**src/rtl/temp_sample_sched.sv**
```systemverilog
// temp_sample_sched
//   Periodic sample scheduler for the I2C temperature datapath. A free-running
//   period counter issues a tick every PERIOD_CYC clocks. Each tick launches one
//   read request to the I2C master. NACK and timeout faults are counted, and good
//   readings feed a 2^AVG_LOG2-deep moving average.
//
//   Optional feature: define TEMP_MINMAX_EN to build the raw-sample min/max
//   trackers. Without it, min_c/max_c are the constants 8'hFF/8'h00.
//
// Ports
//   clk_100MHz   in   system clock
//   rst_n        in   asynchronous active-low reset
//   i2c_start    out  read request to the I2C master (registered)
//   i2c_busy     in   master transaction in progress
//   i2c_done     in   1-cycle pulse, i2c_data / i2c_ack_err valid
//   i2c_ack_err  in   NACK seen during the transaction (qualified by i2c_done)
//   i2c_data     in   raw Celsius byte, unsigned
//   clr          in   1-cycle clear of fault, overrun, error count, min/max
//   temp_c       out  averaged Celsius
//   temp_upd     out  1-cycle pulse when temp_c changes
//   have_data    out  at least one good sample since reset
//   fault        out  sticky, MAX_ERR consecutive errors
//   overrun      out  sticky, tick arrived while a transaction was in flight
//   min_c/max_c  out  raw-sample extremes (TEMP_MINMAX_EN), else FF/00
//
// Handshake with the I2C master: i2c_start rises the cycle after a tick and is
// held until i2c_busy is sampled high; it drops on that same edge. The result is
// taken only from a single-cycle i2c_done pulse seen while waiting. A done pulse
// in any other state, including one that arrives after a timeout or a reset, is
// ignored.

module temp_sample_sched #(
  parameter int PERIOD_CYC  = 25_000_000,
  parameter int TIMEOUT_CYC = 200_000,
  parameter int AVG_LOG2    = 2,
  parameter int MAX_ERR     = 3
) (
  input  logic       clk_100MHz,
  input  logic       rst_n,
  output logic       i2c_start,
  input  logic       i2c_busy,
  input  logic       i2c_done,
  input  logic       i2c_ack_err,
  input  logic [7:0] i2c_data,
  input  logic       clr,
  output logic [7:0] temp_c,
  output logic       temp_upd,
  output logic       have_data,
  output logic       fault,
  output logic       overrun,
  output logic [7:0] min_c,
  output logic [7:0] max_c
);

  localparam int PER_W = $clog2(PERIOD_CYC);
  localparam int TMO_W = $clog2(TIMEOUT_CYC + 1);
  localparam int DEPTH = 1 << AVG_LOG2;
  localparam int PTR_W = (AVG_LOG2 > 0) ? AVG_LOG2 : 1;
  localparam int SUM_W = 8 + AVG_LOG2;
  localparam int ERR_W = $clog2(MAX_ERR + 1);

  localparam logic [PER_W-1:0] PER_LAST = PER_W'(PERIOD_CYC - 1);
  localparam logic [TMO_W-1:0] TMO_LAST = TMO_W'(TIMEOUT_CYC - 1);
  localparam logic [PTR_W-1:0] PTR_LAST = PTR_W'(DEPTH - 1);
  localparam logic [ERR_W-1:0] ERR_MAX  = ERR_W'(MAX_ERR);

  typedef enum logic [2:0] {
    S_IDLE   = 3'd0,
    S_REQ    = 3'd1,
    S_WAIT   = 3'd2,
    S_UPDATE = 3'd3,
    S_ERROR  = 3'd4
  } state_t;

  state_t            state;
  logic [PER_W-1:0]  per_cnt;
  logic              tick;
  logic [TMO_W-1:0]  tmo_cnt;
  logic [7:0]        sample;
  logic [ERR_W-1:0]  err_cnt;
  logic [ERR_W-1:0]  err_inc;

  logic [7:0]        avg_buf [DEPTH];
  logic [PTR_W-1:0]  ptr;
  logic [PTR_W-1:0]  ptr_next;
  logic [SUM_W-1:0]  sum;
  logic              primed;
  logic              calc_done;
  logic [7:0]        avg_now;

  // ---------------------------------------------------------------------------
  // Tick generator. The tick is registered, so it is high for the one cycle
  // in which the counter has just wrapped to 0. The first tick therefore
  // appears PERIOD_CYC clocks after reset release.
  // ---------------------------------------------------------------------------
  always_ff @(posedge clk_100MHz or negedge rst_n) begin
    if (!rst_n) begin
      per_cnt <= '0;
      tick    <= 1'b0;
    end else begin
      tick <= (per_cnt == PER_LAST);
      if (per_cnt == PER_LAST) per_cnt <= '0;
      else                     per_cnt <= per_cnt + 1'b1;
    end
  end

  // The error count saturates at MAX_ERR, so repeated errors keep fault set
  // without wrapping the counter.
  assign err_inc = (err_cnt == ERR_MAX) ? err_cnt : err_cnt + 1'b1;

  // ---------------------------------------------------------------------------
  // Request FSM, with its registered outputs and sticky status flags.
  // ---------------------------------------------------------------------------
  always_ff @(posedge clk_100MHz or negedge rst_n) begin
    if (!rst_n) begin
      state     <= S_IDLE;
      tmo_cnt   <= '0;
      i2c_start <= 1'b0;
      sample    <= 8'h00;
      err_cnt   <= '0;
      fault     <= 1'b0;
      overrun   <= 1'b0;
    end else begin
      case (state)
        S_IDLE: begin
          if (tick) begin
            state     <= S_REQ;
            i2c_start <= 1'b1;
            tmo_cnt   <= '0;
          end
        end
        S_REQ: begin
          if (i2c_busy) begin
            state     <= S_WAIT;
            i2c_start <= 1'b0;
            tmo_cnt   <= '0;
          end else if (tmo_cnt == TMO_LAST) begin
            state     <= S_ERROR;
            i2c_start <= 1'b0;
          end else begin
            tmo_cnt <= tmo_cnt + 1'b1;
          end
        end
        S_WAIT: begin
          if (i2c_done) begin
            if (i2c_ack_err) begin
              state <= S_ERROR;
            end else begin
              state  <= S_UPDATE;
              sample <= i2c_data;
            end
          end else if (tmo_cnt == TMO_LAST) begin
            state <= S_ERROR;
          end else begin
            tmo_cnt <= tmo_cnt + 1'b1;
          end
        end
        S_UPDATE: state <= S_IDLE;
        S_ERROR:  state <= S_IDLE;
        default: begin
          state     <= S_IDLE;
          i2c_start <= 1'b0;
        end
      endcase

      // clr takes priority over every flag update in the same cycle,
      // including a coincident tick.
      if (clr) begin
        err_cnt <= '0;
        fault   <= 1'b0;
        overrun <= 1'b0;
      end else begin
        if (tick && (state != S_IDLE)) overrun <= 1'b1;
        if (state == S_UPDATE) begin
          err_cnt <= '0;
        end else if (state == S_ERROR) begin
          err_cnt <= err_inc;
          if (err_inc == ERR_MAX) fault <= 1'b1;
        end
      end
    end
  end

  // ---------------------------------------------------------------------------
  // Moving average. The first good sample fills every entry, so the average
  // starts at the true value instead of ramping up from zero. After that the
  // running sum swaps the oldest entry for the newest one. The sum is
  // 8+AVG_LOG2 bits wide, and the intermediate wrap cancels out.
  // ---------------------------------------------------------------------------
  assign ptr_next = (ptr == PTR_LAST) ? '0 : ptr + 1'b1;
  assign avg_now  = sum[SUM_W-1 -: 8];

  always_ff @(posedge clk_100MHz or negedge rst_n) begin
    if (!rst_n) begin
      for (int i = 0; i < DEPTH; i++) avg_buf[i] <= 8'h00;
      ptr       <= '0;
      sum       <= '0;
      primed    <= 1'b0;
      calc_done <= 1'b0;
    end else begin
      calc_done <= 1'b0;
      if (state == S_UPDATE) begin
        calc_done <= 1'b1;
        primed    <= 1'b1;
        ptr       <= ptr_next;
        if (!primed) begin
          for (int i = 0; i < DEPTH; i++) avg_buf[i] <= sample;
          sum <= SUM_W'(sample) << AVG_LOG2;
        end else begin
          avg_buf[ptr] <= sample;
          sum          <= sum + SUM_W'(sample) - SUM_W'(avg_buf[ptr]);
        end
      end
    end
  end

  // Output stage: the result appears two clocks after i2c_done is sampled.
  // temp_upd fires only when the visible value actually changes.
  always_ff @(posedge clk_100MHz or negedge rst_n) begin
    if (!rst_n) begin
      temp_c    <= 8'h00;
      temp_upd  <= 1'b0;
      have_data <= 1'b0;
    end else begin
      temp_upd <= 1'b0;
      if (calc_done) begin
        temp_c    <= avg_now;
        temp_upd  <= (avg_now != temp_c);
        have_data <= 1'b1;
      end
    end
  end

  // ---------------------------------------------------------------------------
  // Raw-sample extremes.
  // ---------------------------------------------------------------------------
`ifdef TEMP_MINMAX_EN
  always_ff @(posedge clk_100MHz or negedge rst_n) begin
    if (!rst_n) begin
      min_c <= 8'hFF;
      max_c <= 8'h00;
    end else if (clr) begin
      // A clear that lands on an update restarts tracking from that sample.
      if (state == S_UPDATE) begin
        min_c <= sample;
        max_c <= sample;
      end else begin
        min_c <= 8'hFF;
        max_c <= 8'h00;
      end
    end else if (state == S_UPDATE) begin
      if (sample < min_c) min_c <= sample;
      if (sample > max_c) max_c <= sample;
    end
  end
`else
  assign min_c = 8'hFF;
  assign max_c = 8'h00;
`endif

endmodule

```
**config.mk**
```make
export PLATFORM = sky130hd
export DESIGN_NAME = temp_sample_sched
export DESIGN_NICKNAME = d
export VERILOG_FILES = /design/src/rtl/temp_sample_sched.sv
export SDC_FILE = /design/constraint.sdc
export NUM_CORES = 1
export LEC_CHECK = 0
export ABC_AREA = 1
export CAP_MARGIN = 20
export CORE_ASPECT_RATIO = 0.75
export CORE_UTILIZATION = 46
export DETAILED_ROUTE_END_ITERATION = 6
export SYNTH_ARGS = -nofsm -noshare
export SYNTH_HDL_FRONTEND = slang
export SYNTH_SLANG_ARGS = --single-unit
```
**constraint.sdc**
```tcl
create_clock -name clk_100MHz -period 4.04 [get_ports clk_100MHz]
set_clock_uncertainty 0.15 [all_clocks]
set_input_delay 0.404 -clock clk_100MHz [delete_from_list [all_inputs] [get_ports clk_100MHz]]
set_output_delay 0.404 -clock clk_100MHz [all_outputs]
set_load 0.05 [all_outputs]
```
==> summary.md <==
| Metric | Value |
|---|---|
| Vias in the first global route | 5416 |
| Routed vias/inst | 5.18 |
| Failing checks | negative hold slack |
| Remaining antenna violation count after routing | 0 |
| Worst-path clk slew | 0.05 ns |
| Core footprint | 14000 sq um |
| CTS Buffer Depth | 2 |
| Int Power | 3.68 mW |
| Fin Setup TNS | 0 ns |
| Layout Nets | 942 |
| Total Routing Usage GR | 23.1% |
| Initial antenna violation count | 0 |
| Met1 GRT Util | 33.4% |
| Worst EP required | 4.22 ns |
| Initial Util | 48.1% |
| Crit share post-route | 85.6% |
| Fillers | 1312 |
| Pre-Repair DR Iteration Count | 5 |
| Worst Tran Pin Value | 0.960 ns |
| Clock power frac | 22.5% |
| Power share of the sequential group | 26.4% |
| Final setup violation count | 0 |
| Switch Pwr | 2.98 mW |
| DP Wirelength | 11.5 mm |
| Chip Width | 142 um |
| Routing usage on met3 | 5.63% |
| WS Path Type | register to register |
| Status | complete, but fails checks |
| Synth async-reset ratio | 100% |
| Worst path slowest cell | dfrtp_1 |
| Commonest cells in the synthesized netlist | 198 x nand2_1, 116 x dfrtp_1, 110 x inv_1 |
| Final hold vios | 2 |
| Synth warnings | 0 |
| Die area | 15100 sq um |
| Area occupied by multi-input gates | 3210 sq um |
| Number of flops mapped to enable cells by yosys | 0 |
| Worst Setup End Kind | register |
| Number of diodes | 0 |
| CTS Sinks | 116 |
| Pleak | 3.75 nW |
| Flops & latches, synth | 116 |
| Root Buffer | clkbuf_16 |
| Critical path arrival | 3.64 ns |
| Synth Flop Type | dfrtp_1 |
| Initial DRC Count | 505 |
| Switching Fraction | 44.7% |
| Sequential fraction of the synthesis area | 43.2% |
| Crit path launch type | register |
| Row cnt | 37 |
| Final Non-Filler Cells | 1110 |
| Max cap viols | 0 |
| Cell taking the most area after synthesis | dfrtp_1 |
| Worst vdd ir | 0.476 mV |
| Post-CTS Setup Bufs | 0 |
| Pwr dens | 869 nW/um^2 |
| Top-count cell post-synth | nand2_1 |
| Final min period | 3.46 ns |
| Max-slew violations | 0 |
| FF+latch area | 2900 sq um |
| Area of the mapped netlist | 6720 sq um |
| GR Overflow Total | 0 |
| Share of the synthesized area in the top cell type | 43.2% |
| Flop2flop setup slack | 0.58 ns |
| CTS hold repair buffers | 0 |
| WHS | -0.00404 ns |
| TritonCTS clock tree | yes |
| Gr busiest metal | met2 |
| Layout cell share with drive strength beyond 1 | 7.43% |
| Vias | 5751 |
| Synth Instances | 875 |
| # DRC | 0 |
| Met2 Use GR | 33.7% |
| Final WL | 15.8 mm |
| Htree depth | 4 |
| Clk Latency, worst-skew pair | 0.42 ns |
| Avg Cell Area, Syn | 7.68 sq um |
| Worst slew margin | 36.0% |
| Fmax | 289 MHz |
| Port Buf Inserts | 26 |
| I/O pins | 43 |
| Largest net degree at the start of global routing | 76 |
| Num CTS Buffers | 17 |
| Worst path cell trace | inv_1 > o21ai_0 > o22ai_1 > fa_1 > inv_1 > ha_1 > or2_2 > nand3_1 > nand2_1 > a21oi_1 > o21ai_0 > a21oi_1 |
| Synth unique cells | 46 |
| Max stage delay on crit path | 0.68 ns |
| RSZ-0062 raised after global routing | no |
| Crit path max fanout | 20 |
| Die Y | 107 um |
| Worst Hold Class | primary input to asynchronous set/reset pin |
| Post-Place Cells | 1080 |
| Area grow syn2layout | 14.1% |
| Comb pwr share | 51.1% |
| Post-DR wirelength/cell | 14.3 um |
| Top cells by area, synth | dfrtp_1 43%, nand2_1 11%, inv_1 6.1% |
| RD Place Congestion | 0.925 |
| First-pass GRT wire length | 27.0 mm |
| CTS resizes | 0 |
cell type report:
class	count	share of cell area [%]
inverter	119	5.83
timing repair buffer	29	3.66
clock inverter	10	1.75
tap	195	3.18
sequential	116	37.9
multi-input combinational	621	41.9
clock buffer	20	5.83
flip-flops by register name, indices dropped and copies added (netlist names):
name,flops
i2c_start,1
temp_upd,1
have_data,1
per_cnt,25
fault,1
sum,10
sample,8
calc_done,1
tick,1
avg_buf,32
ptr,2
tmo_cnt,18
primed,1
state,3
err_cnt,2
overrun,1
temp_c,8
logic make-up (layout without fill, tap and decap cells):
group                    Yosys count  in the layout  synth area share [%]
AND/OR/NAND/NOR                  422            422                  27.6
AO/OA/AOI/OAI                    138            138                  11.2
other                              2             16                 0.112
XOR/XNOR                          21             21                  2.74
flip-flops                       116            116                  43.2
adder cells (fa/ha/maj)           24             24                  5.36
buffers and inverters            152            178                  9.80
power by group through the flow:
stage               Clock (mW)  Sequential (mW)  Combinational [mW]
floorplan                    0             1.84                2.51
global placement             0             1.77                3.30
detailed placement           0             1.77                3.35
CTS                       1.53             1.76                3.38
global route              1.58             1.81                3.91
finish                    1.50             1.76                3.40
worst max-delay path, delay by kind of cell, from the launching register on:
kind	cells	cell delay [ns]
flip-flops	1	0.68
AND/OR/NAND/NOR	3	0.48
adder cells (fa/ha/maj)	2	0.84
buffers and inverters	2	0.45
AO/OA/AOI/OAI	5	0.78
placed cells by master, fill, tap and decap left out, types with 20 or more instances in the layout:
cell type        instances
nand2_1                198
nand4_1                 20
a21oi_1                 36
inv_1                  110
dfrtp_1                116
nand3_1                 54
clkdlybuf4s50_1         25
nor2_1                 105
o21ai_0                 72
worst paths after layout:
| kind | cells after the start | startpoint | to |
|---|---|---|---|
| max in group asynchronous | 2 | rst_n | per_cnt[17] |
| hold reg to reg | 1 | per_cnt[0] | per_cnt[0] |
| setup reg to reg | 12 | ptr[0] | sum[5] |
| setup / recovery | 12 | ptr[0] | sum[5] |
| min in group clk_100MHz | 1 | per_cnt[0] | per_cnt[0] |
| hold / removal | 1 | rst_n | temp_c[0] |
per-layer routing:
layer,routed length (um),up-vias
met2,6700,142
li1,-,2852
met5,0,-
met3,834,25
met4,234,0
met1,8070,2732
metrics by stage:
stage	setup WS [ns]	utilization (%)	hold slack (ns)	area, sq um	power, mW
2_1_floorplan	1.10	-	-0.0416	6770	4.34
3_3_place_gp	0.736	50.7	0.302	7080	5.07
3_5_place_dp	0.668	50.7	0.302	7080	5.13
4_1_cts	0.600	54.8	0.0257	7660	6.66
5_1_grt	0.219	54.8	0.0754	7660	7.29
6_report	0.580	54.8	-0.00404	7660	6.66
(Power assumes the default switching activity.)
==> RTL change 1, RTL diff (same flow settings) <==
The 5 states of `state_t` get a one-hot encoding in 5 bits.
--- a/src/rtl/temp_sample_sched.sv
+++ b/src/rtl/temp_sample_sched.sv
@@ -64,12 +64,12 @@
   localparam logic [PTR_W-1:0] PTR_LAST = PTR_W'(DEPTH - 1);
   localparam logic [ERR_W-1:0] ERR_MAX  = ERR_W'(MAX_ERR);
 
-  typedef enum logic [2:0] {
-    S_IDLE   = 3'd0,
-    S_REQ    = 3'd1,
-    S_WAIT   = 3'd2,
-    S_UPDATE = 3'd3,
-    S_ERROR  = 3'd4
+  typedef enum logic [4:0] {
+    S_IDLE   = 5'b00001,
+    S_REQ    = 5'b00010,
+    S_WAIT   = 5'b00100,
+    S_UPDATE = 5'b01000,
+    S_ERROR  = 5'b10000
   } state_t;
 
   state_t            state;
Function: same outputs for any inputs over 10 cycles, from zero or initial values and one cycle with rst_n low; not proved beyond that.
==> RTL change 1 against the unedited design <==
  * Design area rose by 3.3%
  * Maximum frequency fell by 1.7%
  * Area after synthesis rose by 3.3%
  * Utilization fell by 0.55 points
  * Critical path depth rose by 4
  * Wire length rose by 4.6%
  * Sequential cell count rose by 2
  * Setup slack got worse by 61 ps
  * Sequential share of layout area fell by 0.58 points
  * Non-clock buffer count did not move
  * Critical endpoint is now sum[6]$_DFFE_PN0P_
Power is not compared: it rests on default switching activity, and its combinational part moved more than twofold at a synthesized area within 25%.
==> RTL change 1: results (changes against the unedited design) <==
| Metric | Value |
|---|---|
| Fraction of layout instances using a drive strength above 1 | `5.938% (-1.5 points)` |
| Non-clock buffers, area share | `3.728% (+0.071 points)` |
| Post-DP HPWL | `11860 µm (+3.2%)` |
| Global-route wire length before repair | `27990 µm (+3.8%)` |
| Endpoint arrival time on the critical path | `3670 ps (+30 ps)` |
| Slew headroom | `43.27% (+7.3 points)` |
| Count of multi-input combinational gates | `657 (+5.8%)` |
| Uppermost signal routing layer after detailed routing | `met4` |
| Layout clock buffers | `19 (-5.0%)` |
| Run status | `finished clean` |
| Synth Area per Inst | `7.533 µm² (-1.9%)` |
| GR met1 Demand/Resource | `39.18% (+5.8 points)` |
| First-pass detailed-route iteration total | `6 (+1)` |
| Final Cell Area | `7921 µm² (+3.3%)` |
| Length of routed wiring on met1 | `9171 µm (+14%)` |
| Met2 usage in global routing | `30.13% (-3.6 points)` |
| Maximum number of pins on one net before global-route repair | `65 (-14%)` |
| FILL cells | `1417 (+8.0%)` |
| Largest cells by area after synthesis | `sky130_fd_sc_hd__dfrtp_1 (42%), sky130_fd_sc_hd__nand2_1 (13%), sky130_fd_sc_hd__inv_1 (6.5%)` |
| Floorplan Core Area | `14600 µm² (+4.4%)` |
| Classification of the worst-slack hold path | `flip-flop to flip-flop` |
| Area of the multi-input gates | `3339 µm² (+4.0%)` |
| Initial DRC count | `553 (+9.5%)` |
| Share of the yosys chip area belonging to registers | `42.58% (-0.62 points)` |
| Setup slack at placement | `612.6 ps (-55.73 ps)` |
| Instance area after placement | `7297 µm² (+3.0%)` |
| Clock sink count | `118 (+1.7%)` |
| Area share of fa/ha/maj cells after synthesis | `5.194% (-0.17 points)` |
| Met3 wirelength from detailed routing | `992 µm (+19%)` |
| Post-synthesis compound-gate area fraction | `10.26% (-0.95 points)` |
| Cell count after placement | `1127 (+4.4%)` |
| Net count of the finished layout | `985 (+4.6%)` |
| Met3 demand-to-capacity share in global routing | `4.517% (-1.1 points)` |
| Number of global-route vias before repair | `5309 (-2.0%)` |
| Xor-xnor portion of the synthesized cell area | `3.030% (+0.29 points)` |
| GRT Overall Usage | `23.66% (+0.61 points)` |
| Distinct cells, synth | `40 (-13%)` |
| FF/Latch Area | `2954 µm² (+1.8%)` |
| Clk tree area frac | `7.755% (+0.18 points)` |
| Detailed-route via count | `5897 (+2.5%)` |
| Final wirelength | `16560 µm (+4.6%)` |
## RTL change 1: worst paths after layout
| kind | depth (start not counted) | endpoint | startpoint | slack [ps] |
|---|---|---|---|---|
| worst max-delay path | 16 | sum[6]$_DFFE_PN0P_ | ptr[0]$_DFFE_PN0P_ | 520 |
| worst max register to register | 16 | sum[6]$_DFFE_PN0P_ | ptr[0]$_DFFE_PN0P_ | 520 |
| min in group asynchronous | 2 | per_cnt[19]$_DFF_PN0_ | rst_n | 490 |
| worst min-delay path | 1 | have_data$_DFFE_PN0P_ | have_data$_DFFE_PN0P_ | 310 |
| max in group asynchronous | 3 | avg_buf[16]$_DFFE_PN0P_ | rst_n | 2480 |
| worst min register to register | 1 | have_data$_DFFE_PN0P_ | have_data$_DFFE_PN0P_ | 310 |
## RTL change 1: repair_timing
item / CTS / global route
hold endpoints to repair: 62 / 0
setup buffers: 0 / 0
hold buffers: 1 / 0
==> RTL change 2, RTL diff (same flow settings) <==
Without the edit above. Change the parameter `MAX_ERR` from 3 to 2.
--- a/src/rtl/temp_sample_sched.sv
+++ b/src/rtl/temp_sample_sched.sv
@@ -33,7 +33,7 @@
   parameter int PERIOD_CYC  = 25_000_000,
   parameter int TIMEOUT_CYC = 200_000,
   parameter int AVG_LOG2    = 2,
-  parameter int MAX_ERR     = 3
+  parameter int MAX_ERR     = 2
 ) (
   input  logic       clk_100MHz,
   input  logic       rst_n,
Check against the original RTL: no difference found for any inputs over 10 cycles, from zero or initial values and one cycle with rst_n low; that may be too few to reach the edited logic, so the function may still have changed.
==> RTL change 2 against the unedited design <==
  * Total power is 0.69% lower
  * Wire length decreased by 4.9%
  * Die area down 0.41%
  * Critical path depth rose by 2
  * Design area down 0.26%
  * Worst hold slack better by 330 ps
  * Sequential cell count unchanged
  * Setup slack got worse by 23 ps
  * Largest power group unchanged
  * Clock power rose by 5%
  * Highest routed layer unchanged
  * Via count decreased by 2.1%
  * Maximum frequency is 0.67% lower
  * Area after synthesis fell by 0.41%
  * First-iteration DRC count shrank 12%
==> RTL change 2: results (changes against the unedited design) <==
| Metric | Value |
|---|---|
| Worst-path maximum fanout | `20 (unchanged)` |
| Final Cell Area | `7645 µm² (-0.26%)` |
| Buffers on Ports | `26 (unchanged)` |
| Distinct cells, synth | `41 (-11%)` |
| Met2 usage in global routing | `34.09% (+0.34 points)` |
| Clk tree area frac | `8.052% (+0.48 points)` |
| Antenna Violating Nets Remaining | `0 (unchanged)` |
| GR met1 Demand/Resource | `30.70% (-2.7 points)` |
| FILL cells | `1279 (-2.5%)` |
| Met3 demand-to-capacity share in global routing | `5.360% (-0.27 points)` |
| Post-synthesis cell area | `6691 µm² (-0.41%)` |
| Classification of the worst-slack hold path | `flip-flop to flip-flop` |
| Run status | `finished clean` |
| Met3 wirelength from detailed routing | `761 µm (-8.8%)` |
| Capturing point of the worst reg2reg path | `sum[7]$_DFFE_PN0P_` |
| Fraction of layout instances using a drive strength above 1 | `7.222% (-0.21 points)` |
| Switching Share | `44.08% (-0.64 points)` |
| Global-route wire length before repair | `26030 µm (-3.5%)` |
| Leakage component of the power | `3.677 nW (-1.9%)` |
| Initial DRC count | `443 (-12%)` |
| Slew headroom | `56.46% (+20 points)` |
| Met2 wire length | `6557 µm (-2.1%)` |
| Endpoint arrival time on the critical path | `3650 ps (about the same)` |
| Top cells by count, synth | `sky130_fd_sc_hd__nand2_1 (182), sky130_fd_sc_hd__dfrtp_1 (116), sky130_fd_sc_hd__inv_1 (108), sky130_fd_sc_hd__nor2_1 (101), sky130_fd_sc_hd__o21ai_0 (77)` |
| Fraction of area in registers | `37.97% (+0.099 points)` |
| Largest cells by area after synthesis | `sky130_fd_sc_hd__dfrtp_1 (43%), sky130_fd_sc_hd__nand2_1 (10%), sky130_fd_sc_hd__inv_1 (6.1%)` |
| Maximum number of pins on one net before global-route repair | `117 (+54%)` |
| Weighted congestion at the end of routability-driven global placement | `0.8769 (-5.2%)` |
| Reg-to-reg slack, setup | `560 ps (-20 ps)` |
| Layout clock buffers | `18 (-10%)` |
| R2R depth | `14 (+2)` |
| Net count of the finished layout | `926 (-1.7%)` |
| Share of the yosys chip area belonging to registers | `43.38% (+0.18 points)` |
| Number of global-route vias before repair | `5418 (+0.037%)` |
| Final wirelength | `15060 µm (-4.9%)` |
| GRT Overall Usage | `22.27% (-0.78 points)` |
| Psw | `2.916 mW (-2.1%)` |
| Non-Filler Instances | `1095 (-1.4%)` |
| Synth Area per Inst | `7.781 µm² (+1.3%)` |
| Post-DP HPWL | `10690 µm (-7.0%)` |
| IR Drop Worst-Case VDD | `0.4924 mV (+3.4%)` |
| Length of routed wiring on met1 | `7544 µm (-6.5%)` |
| Clock group | `1.57 mW (+5%)` |
| Instance area after placement | `7019 µm² (-0.92%)` |
| Count of multi-input combinational gates | `610 (-1.8%)` |
| Inverters, non-clock | `114 (-4.2%)` |
| Number of H-tree levels | `4 (unchanged)` |
| Logic power comb | `3.27 mW (-4%)` |
| Area of the multi-input gates | `3167 µm² (-1.4%)` |
| Non-clock buffers, area share | `3.764% (+0.11 points)` |
-- RTL change 2: timing repair --
action | in CTS | in global routing
hold endpoints to repair | 116 | 0
gates resized for setup | 0 | 0
hold buffers | 1 | 0
-- RTL change 2: kinds of logic after synthesis --
kind of cell	share of synthesized area, %
compound gates	11.61
xor+xnor	2.618
fa+ha+maj	5.572
buf+inv	10.08
flops	43.38
other cells	0.1122
simple gates	26.63
-- RTL change 2: worst min path at each step --
stage | startpoint | endpoint | slack [ps]
floorplan | rst_n | avg_buf[0]$_DFFE_PN0P_ | -40
global placement | have_data$_DFFE_PN0P_ | have_data$_DFFE_PN0P_ | 300
detailed placement | avg_buf[13]$_DFFE_PN0P_ | avg_buf[13]$_DFFE_PN0P_ | 320
CTS | have_data$_DFFE_PN0P_ | have_data$_DFFE_PN0P_ | 330
global route | have_data$_DFFE_PN0P_ | have_data$_DFFE_PN0P_ | 350
finish | per_cnt[0]$_DFF_PN0_ | per_cnt[0]$_DFF_PN0_ | 330
